### config.mk
export PLATFORM = sky130hd
export DESIGN_NAME = ahb2apb_bridge_flat
export DESIGN_NICKNAME = d
export VERILOG_FILES = /design/src/rtl/ahb2apb_pkg.sv /design/src/rtl/ahb2apb_bridge_if.sv /design/src/rtl/ahb2apb_bridge_apb_slave_decoder.sv /design/src/rtl/ahb2apb_bridge.sv /design/src/flat_wrapper.sv
export SDC_FILE = /design/constraint.sdc
export NUM_CORES = 1
export LEC_CHECK = 0
export CORE_ASPECT_RATIO = 1.25
export CORE_MARGIN = 1
export CORE_UTILIZATION = 23
export DETAILED_ROUTE_END_ITERATION = 10
export SETUP_SLACK_MARGIN = 0.5
export SLEW_MARGIN = 10
export SYNTH_ARGS = -nofsm -noshare
export SYNTH_HDL_FRONTEND = slang
export SYNTH_SLANG_ARGS = --single-unit
### constraint.sdc
create_clock -name hclk -period 6.95 [get_ports hclk]
set_input_delay 1.0425 -clock hclk [delete_from_list [all_inputs] [get_ports hclk]]
set_output_delay 1.0425 -clock hclk [all_outputs]
set_load 0.05 [all_outputs]
### src/rtl/ahb2apb_pkg.sv
// rtl/ahb2apb_pkg.sv - shared encodings and FSM state type for the AHB-Lite to APB3 bridge
// Contents: htrans codes, hresp codes, bridge state enum.
package ahb2apb_pkg;

  localparam logic [1:0] TRANS_IDLE   = 2'b00;
  localparam logic [1:0] TRANS_BUSY   = 2'b01;
  localparam logic [1:0] TRANS_NONSEQ = 2'b10;
  localparam logic [1:0] TRANS_SEQ    = 2'b11;

  localparam logic RESP_OKAY  = 1'b0;
  localparam logic RESP_ERROR = 1'b1;

  typedef enum logic [2:0] {
    IDLE,
    LATCH,
    SETUP,
    ACCESS,
    ERR1,
    ERR2
  } state_t;

endpackage

### src/rtl/ahb2apb_bridge_if.sv
// rtl/ahb2apb_bridge_if.sv - AHB-Lite slave side and APB3 master side signal bundle of the bridge
// Modports:
//   slave  - bridge view: AHB inputs/responses out, APB requests out/completions in
//   master - environment view (AHB master + APB slaves), directions mirrored
interface ahb2apb_if #(
  parameter int ADDR_W  = 32,
  parameter int DATA_W  = 32,
  parameter int NUM_SLV = 4
) ();

  logic              hsel;
  logic [ADDR_W-1:0] haddr;
  logic [1:0]        htrans;
  logic              hwrite;
  logic [2:0]        hsize;
  logic [DATA_W-1:0] hwdata;
  logic              hready_in;
  logic              hready_out;
  logic              hresp;
  logic [DATA_W-1:0] hrdata;

  logic [ADDR_W-1:0]  paddr;
  logic [NUM_SLV-1:0] psel;
  logic               penable;
  logic               pwrite;
  logic [DATA_W-1:0]  pwdata;
  logic [DATA_W-1:0]  prdata;
  logic               pready;
  logic               pslverr;

  modport slave (
    input  hsel, haddr, htrans, hwrite, hsize, hwdata, hready_in,
    output hready_out, hresp, hrdata,
    output paddr, psel, penable, pwrite, pwdata,
    input  prdata, pready, pslverr
  );

  modport master (
    output hsel, haddr, htrans, hwrite, hsize, hwdata, hready_in,
    input  hready_out, hresp, hrdata,
    input  paddr, psel, penable, pwrite, pwdata,
    output prdata, pready, pslverr
  );

endinterface

### src/rtl/ahb2apb_bridge_apb_slave_decoder.sv
// rtl/ahb2apb_bridge_apb_slave_decoder.sv - maps the 4-bit slave index to a one-hot psel vector
// Ports:
//   idx   in  4        slave index field taken from haddr
//   sel   out NUM_SLV  one-hot select, all zero when idx is out of range
//   valid out 1        idx addresses an existing slave
module apb_slave_decoder #(
  parameter int NUM_SLV = 4
) (
  input  logic [3:0]         idx,
  output logic [NUM_SLV-1:0] sel,
  output logic               valid
);

  always_comb begin
    sel = '0;
    for (int i = 0; i < NUM_SLV; i++) begin
      if (32'(idx) == i) sel[i] = 1'b1;
    end
  end

  assign valid = (32'(idx) < NUM_SLV);

endmodule

### src/rtl/ahb2apb_bridge.sv
// rtl/ahb2apb_bridge.sv - AHB-Lite slave to APB3 master bridge, one APB transfer per AHB beat
// Ports:
//   hclk   in  1  bus clock, all state on posedge
//   hreset in  1  asynchronous active-high reset
//   bus    ahb2apb_if.slave  AHB-Lite request/response and APB3 master signals
module ahb2apb_bridge
  import ahb2apb_pkg::*;
#(
  parameter int ADDR_W  = 32,
  parameter int DATA_W  = 32,
  parameter int NUM_SLV = 4,
  parameter int SEL_LSB = 12
) (
  input  logic     hclk,
  input  logic     hreset,
  ahb2apb_if.slave bus
);

  state_t state, state_nx;

  logic [ADDR_W-1:0]  paddr_q;
  logic               pwrite_q;
  logic [DATA_W-1:0]  pwdata_q;
  logic [DATA_W-1:0]  hrdata_q;
  logic [NUM_SLV-1:0] sel_q;
  logic [NUM_SLV-1:0] psel_q;
  logic               penable_q;

  logic [NUM_SLV-1:0] dec_sel;
  logic               dec_valid;
  logic               accept;
  logic               done_ok;
  logic               take;
  logic               hready_c;
  logic               hresp_c;

  // hsize is irrelevant (word access only) and only htrans[1] decides a real transfer.
  logic unused_bits;
  assign unused_bits = ^{bus.hsize, bus.htrans[0]};

  apb_slave_decoder #(.NUM_SLV(NUM_SLV)) u_dec (
    .idx   (bus.haddr[SEL_LSB+3:SEL_LSB]),
    .sel   (dec_sel),
    .valid (dec_valid)
  );

  assign accept  = bus.hsel & bus.hready_in & bus.htrans[1];
  assign done_ok = (state == ACCESS) & bus.pready & ~bus.pslverr;
  // A new address phase can only land in a cycle where we drive hready_out high.
  assign take    = accept & ((state == IDLE) | (state == ERR2) | done_ok);

  always_comb begin
    state_nx = state;
    hready_c = 1'b1;
    hresp_c  = RESP_OKAY;
    case (state)
      IDLE: begin
        if (take) state_nx = dec_valid ? LATCH : ERR1;
      end
      LATCH: begin
        hready_c = 1'b0;
        state_nx = SETUP;
      end
      SETUP: begin
        hready_c = 1'b0;
        state_nx = ACCESS;
      end
      ACCESS: begin
        if (!bus.pready) begin
          hready_c = 1'b0;
        end else if (bus.pslverr) begin
          // First cycle of the two-cycle ERROR response.
          hready_c = 1'b0;
          hresp_c  = RESP_ERROR;
          state_nx = ERR2;
        end else if (take) begin
          state_nx = dec_valid ? LATCH : ERR1;
        end else begin
          state_nx = IDLE;
        end
      end
      ERR1: begin
        hready_c = 1'b0;
        hresp_c  = RESP_ERROR;
        state_nx = ERR2;
      end
      ERR2: begin
        hresp_c  = RESP_ERROR;
        if (take) state_nx = dec_valid ? LATCH : ERR1;
        else      state_nx = IDLE;
      end
      default: state_nx = IDLE;
    endcase
  end

  always_ff @(posedge hclk or posedge hreset) begin
    if (hreset) begin
      state     <= IDLE;
      paddr_q   <= '0;
      pwrite_q  <= 1'b0;
      pwdata_q  <= '0;
      hrdata_q  <= '0;
      sel_q     <= '0;
      psel_q    <= '0;
      penable_q <= 1'b0;
    end else begin
      state <= state_nx;
      if (take) begin
        paddr_q  <= bus.haddr;
        pwrite_q <= bus.hwrite;
        sel_q    <= dec_sel;
      end
      // hwdata belongs to the data phase, which is the LATCH cycle.
      if (state == LATCH && pwrite_q) pwdata_q <= bus.hwdata;
      if (done_ok && !pwrite_q) hrdata_q <= bus.prdata;

      case (state_nx)
        SETUP:   psel_q <= sel_q;
        ACCESS:  psel_q <= psel_q;
        // Back-to-back: select moves straight to the new slave without dropping.
        LATCH:   psel_q <= (state == ACCESS) ? dec_sel : '0;
        default: psel_q <= '0;
      endcase
      penable_q <= (state_nx == ACCESS);
    end
  end

  assign bus.hready_out = hready_c;
  assign bus.hresp      = hresp_c;
  // Read data bypasses the register in the completing cycle, register holds it afterwards.
  assign bus.hrdata     = (done_ok && !pwrite_q) ? bus.prdata : hrdata_q;
  assign bus.paddr      = paddr_q;
  assign bus.psel       = psel_q;
  assign bus.penable    = penable_q;
  assign bus.pwrite     = pwrite_q;
  assign bus.pwdata     = pwdata_q;

endmodule

### src/flat_wrapper.sv
// flat-port wrapper written by rule: the top's interface ports become plain ports
module ahb2apb_bridge_flat import ahb2apb_pkg::*;
#(
  parameter int ADDR_W  = 32,
  parameter int DATA_W  = 32,
  parameter int NUM_SLV = 4,
  parameter int SEL_LSB = 12
)
  (hclk, hreset, bus_hsel, bus_haddr, bus_htrans, bus_hwrite, bus_hsize, bus_hwdata, bus_hready_in, bus_hready_out, bus_hresp, bus_hrdata, bus_paddr, bus_psel, bus_penable, bus_pwrite, bus_pwdata, bus_prdata, bus_pready, bus_pslverr);
  ahb2apb_if #(.ADDR_W(ADDR_W), .DATA_W(DATA_W), .NUM_SLV(NUM_SLV)) bus_i ();
  input  logic hclk;
  input  logic hreset;
  input wire logic [$bits(bus_i.hsel)-1:0] bus_hsel;
  input wire logic [$bits(bus_i.haddr)-1:0] bus_haddr;
  input wire logic [$bits(bus_i.htrans)-1:0] bus_htrans;
  input wire logic [$bits(bus_i.hwrite)-1:0] bus_hwrite;
  input wire logic [$bits(bus_i.hsize)-1:0] bus_hsize;
  input wire logic [$bits(bus_i.hwdata)-1:0] bus_hwdata;
  input wire logic [$bits(bus_i.hready_in)-1:0] bus_hready_in;
  output wire logic [$bits(bus_i.hready_out)-1:0] bus_hready_out;
  output wire logic [$bits(bus_i.hresp)-1:0] bus_hresp;
  output wire logic [$bits(bus_i.hrdata)-1:0] bus_hrdata;
  output wire logic [$bits(bus_i.paddr)-1:0] bus_paddr;
  output wire logic [$bits(bus_i.psel)-1:0] bus_psel;
  output wire logic [$bits(bus_i.penable)-1:0] bus_penable;
  output wire logic [$bits(bus_i.pwrite)-1:0] bus_pwrite;
  output wire logic [$bits(bus_i.pwdata)-1:0] bus_pwdata;
  input wire logic [$bits(bus_i.prdata)-1:0] bus_prdata;
  input wire logic [$bits(bus_i.pready)-1:0] bus_pready;
  input wire logic [$bits(bus_i.pslverr)-1:0] bus_pslverr;
  assign bus_i.hsel = bus_hsel;
  assign bus_i.haddr = bus_haddr;
  assign bus_i.htrans = bus_htrans;
  assign bus_i.hwrite = bus_hwrite;
  assign bus_i.hsize = bus_hsize;
  assign bus_i.hwdata = bus_hwdata;
  assign bus_i.hready_in = bus_hready_in;
  assign bus_hready_out = bus_i.hready_out;
  assign bus_hresp = bus_i.hresp;
  assign bus_hrdata = bus_i.hrdata;
  assign bus_paddr = bus_i.paddr;
  assign bus_psel = bus_i.psel;
  assign bus_penable = bus_i.penable;
  assign bus_pwrite = bus_i.pwrite;
  assign bus_pwdata = bus_i.pwdata;
  assign bus_i.prdata = bus_prdata;
  assign bus_i.pready = bus_pready;
  assign bus_i.pslverr = bus_pslverr;
  ahb2apb_bridge #(.ADDR_W(ADDR_W), .DATA_W(DATA_W), .NUM_SLV(NUM_SLV), .SEL_LSB(SEL_LSB)) u_core (.hclk(hclk), .hreset(hreset), .bus(bus_i));
endmodule
==> impl_metrics.ini <==
[run_status]
status = finished with violations
violations = design-rule violations

[worst_hold_path]
worstHoldPathType = flip-flop to flip-flop
holdCritStartpoint = u_core.bus.paddr[13]$_DFFE_PP0N_

[worst_setup_path]
cp.arrival_ps = 4170
cp.required_ps = 5910
cp-startpoint = bus_pready
worstSetupPathType = input pin to output pin
cp_max_fo = 32
start_kind = input pin
r2r_start = u_core.state[0]$_DFF_PP0_
critPathCaptureType = output pin

[logic_synthesis]
ys_seq_area_share_pct = 62.48
synth_cell_types = 37
async_flop_share_pct = 100.0
synth-compound-area-share_pct = 5.474
ys_top_cells_by_area = dfrtp_1 62%, mux2_2 20%, mux2_1 4.6%, buf_4 1.2%, buf_6 1.0%
synth_nets = 392
synth_most_common_cell = dfrtp_1
synth_warnings = 0
dominantRegCellSynth = dfrtp_1
synthAdderAreaFrac_pct = 0
ys_ff_latch = 109
netlist_top_cells_count = 109 x dfrtp_1, 79 x mux2_2, 18 x mux2_1, 7 x buf_4
syn_avg_cell_area_um2 = 15.37
synth_edf_count = 0
synth_mux_area_share_pct = 25.25
netlist_area_um2 = 4365
synth_top_area_cell = dfrtp_1
synth_top_area_share_pct = 62.48
yosys.area_share.simple_pct = 3.726
syn_inst = 284
synth_xor_area_share_pct = 0
synth_top_family_by_area = multiplexers

[clocking]
numCtsBuffers = 9
insertion_delay_ps = 350
cts_setup_buffers = 0
cts_buffer_depth = 2
clock-root-buffer = clkbuf_16
htreeDepth = 3
cts.hold.buffers_added = 0
cts-resized-gates = 0
cts_tree = done
clock_sinks = 109
clk_pin_slew_ps = 70

[routing]
via_count = 3099
viasPerCell = 4.286
drt.antenna.violating_nets = 0
dr.pass1.iters = 7
drt-wirelength-per-cell_um = 16.20
drc = 8
wirelength_mm = 11.71
drt_first_iter_violations = 136

[timing]
finalSetupViolCount = 0
fin_crit_ps = 5215
final.period_utilization_pct = 75.04
rsz0062_at_grt = false
tightest_slew_ps = 943.9
hold_viol_final = 0
relSlewSlack_pct = 36.92
finClkSkew_ps = 11.92
drv_slew = 0
tns_ps = 0
max_freq_mhz = 191.7
final.setup.worst_slack_ps = 1735

[final_layout]
regArea_um2 = 2728
fillCellCount = 1757
area_growth_pct = 59.04
fin_nets = 598
drive_gt1_share_pct = 21.41
multi_input_area_um2 = 1516
diodes = 0

[floorplan]
die_x_um = 125.2
io_pins = 212
rows = 55
dieArea_um2 = 19540
start_util_pct = 23.76
fp.dieH_um = 156.0
core-area_um2 = 18370

[placed_design]
dp_hpwl_mm = 8.600
place_ws_ps = 1708
portBuffers = 207
place_congestion = 0.7450

[global_routing]
grt_pass1_wl_mm = 18.26
grt_pass1_vias = 3390
track_usage_pct = 12.12
grt.overflow.total = 0
antenna_found_initial = 0
grt_max_degree = 64

[power_and_ir_drop]
ir_worst_vdd_mv = 0.2670
powerDensity_nw_per_um2 = 572.5
power_leakage_nw = 2.829

[run]
maxCapViolCount = 0
## through the flow
step                      utilization, %  instances  cell area, µm²  total power, mW  hold slack, ps
after floorplan                        -        284            4365            2.676           486.2
after global placement             36.15        707            6641            3.444           470.4
after detailed placement           36.15        707            6641            3.477           476.0
after CTS                          37.79        723            6943            4.023           492.1
after global routing               37.79        723            6943            4.158           511.1
final                              37.79        723            6943            3.975           485.0
## layout by cell type, fill, tap and decap left out, types with 2 or more instances in the layout
cell | Yosys | layout
clkdlybuf4s50_1 | 0 | 207
clkbuf_1 | 1 | 2
nand3_1 | 2 | 2
inv_1 | 6 | 5
mux2_2 | 79 | 79
mux2_1 | 18 | 18
a21o_1 | 4 | 4
nor2_1 | 3 | 2
o32ai_1 | 3 | 3
clkbuf_16 | 0 | 9
nor2b_1 | 4 | 4
o21ai_0 | 6 | 6
nor2_4 | 0 | 2
nand2b_1 | 2 | 2
nand2_1 | 6 | 6
or3_1 | 3 | 3
dfrtp_1 | 109 | 109
a221oi_1 | 3 | 3
a21oi_1 | 3 | 3
nand4_1 | 2 | 2
buf_4 | 7 | 2
## where the power goes
| group | switching [mW] | total, mW | internal, mW |
|---|---|---|---|
| Combinational | 1.50 | 2.35 | 0.852 |
| Clock | 0.235 | 0.528 | 0.292 |
| Sequential | 0.156 | 1.10 | 0.943 |
## flip-flops by register name, indices dropped and copies added, names as in the netlist
name and cells:
u_core.bus.paddr 32, u_core.bus.penable 1, u_core.bus.psel 4, u_core.bus.pwdata 32, u_core.bus.pwrite 1, u_core.hrdata_q 32, u_core.sel_q 4, u_core.state 3
## layer usage
| metal | up-vias | share of wire, % | global-route usage [%] |
|---|---|---|---|
| met5 | - | 0 | 0 |
| met4 | 0 | 1.6 | 4.530 |
| met3 | 11 | 5.8 | 3.704 |
| met2 | 106 | 55 | 22.19 |
| met1 | 1553 | 38 | 13.09 |
| li1 | 1429 | - | - |
## path summary, 6_finish.rpt
| path | to | slack (ps) | depth (start not counted) |
|---|---|---|---|
| worst max-delay path | bus_hrdata[31] | 1730 | 6 |
| worst min-delay path | u_core.bus.paddr[13]$_DFFE_PP0N_ | 480 | 1 |
| worst max register to register | u_core.hrdata_q[17]$_DFF_PP0_ | 4460 | 4 |
| worst min register to register | u_core.bus.paddr[13]$_DFFE_PP0N_ | 480 | 1 |
| max in group asynchronous | u_core.hrdata_q[9]$_DFF_PP0_ | 4560 | 3 |
| min in group asynchronous | u_core.bus.pwdata[3]$_DFFE_PP0P_ | 1110 | 2 |
## critical path, stage by stage
cell and delay, ps:
clkdlybuf4s50_1 610, nand2_2 140, or3_1 460, nor2_4 740, mux2_2 440, clkdlybuf4s50_1 720
## cell type report
class	instances	area share [%]
clock inverters	4	0.7929
repair buffers	209	30.06
multi-input cells	155	21.84
inverters	6	0.3604
clock buffers	12	3.550
well taps	228	4.109
flip-flops and latches	109	39.29
## cells by family (layout without fill, tap and decap cells)
logic type | count (synthesis) | after routing
AOI/OAI and AO/OA | 30 | 30
buffers and inverters | 20 | 231
DFF | 109 | 109
muxes | 98 | 98
and+or+nand+nor | 27 | 27
No activity file was read; power rests on OpenSTA's default activity.
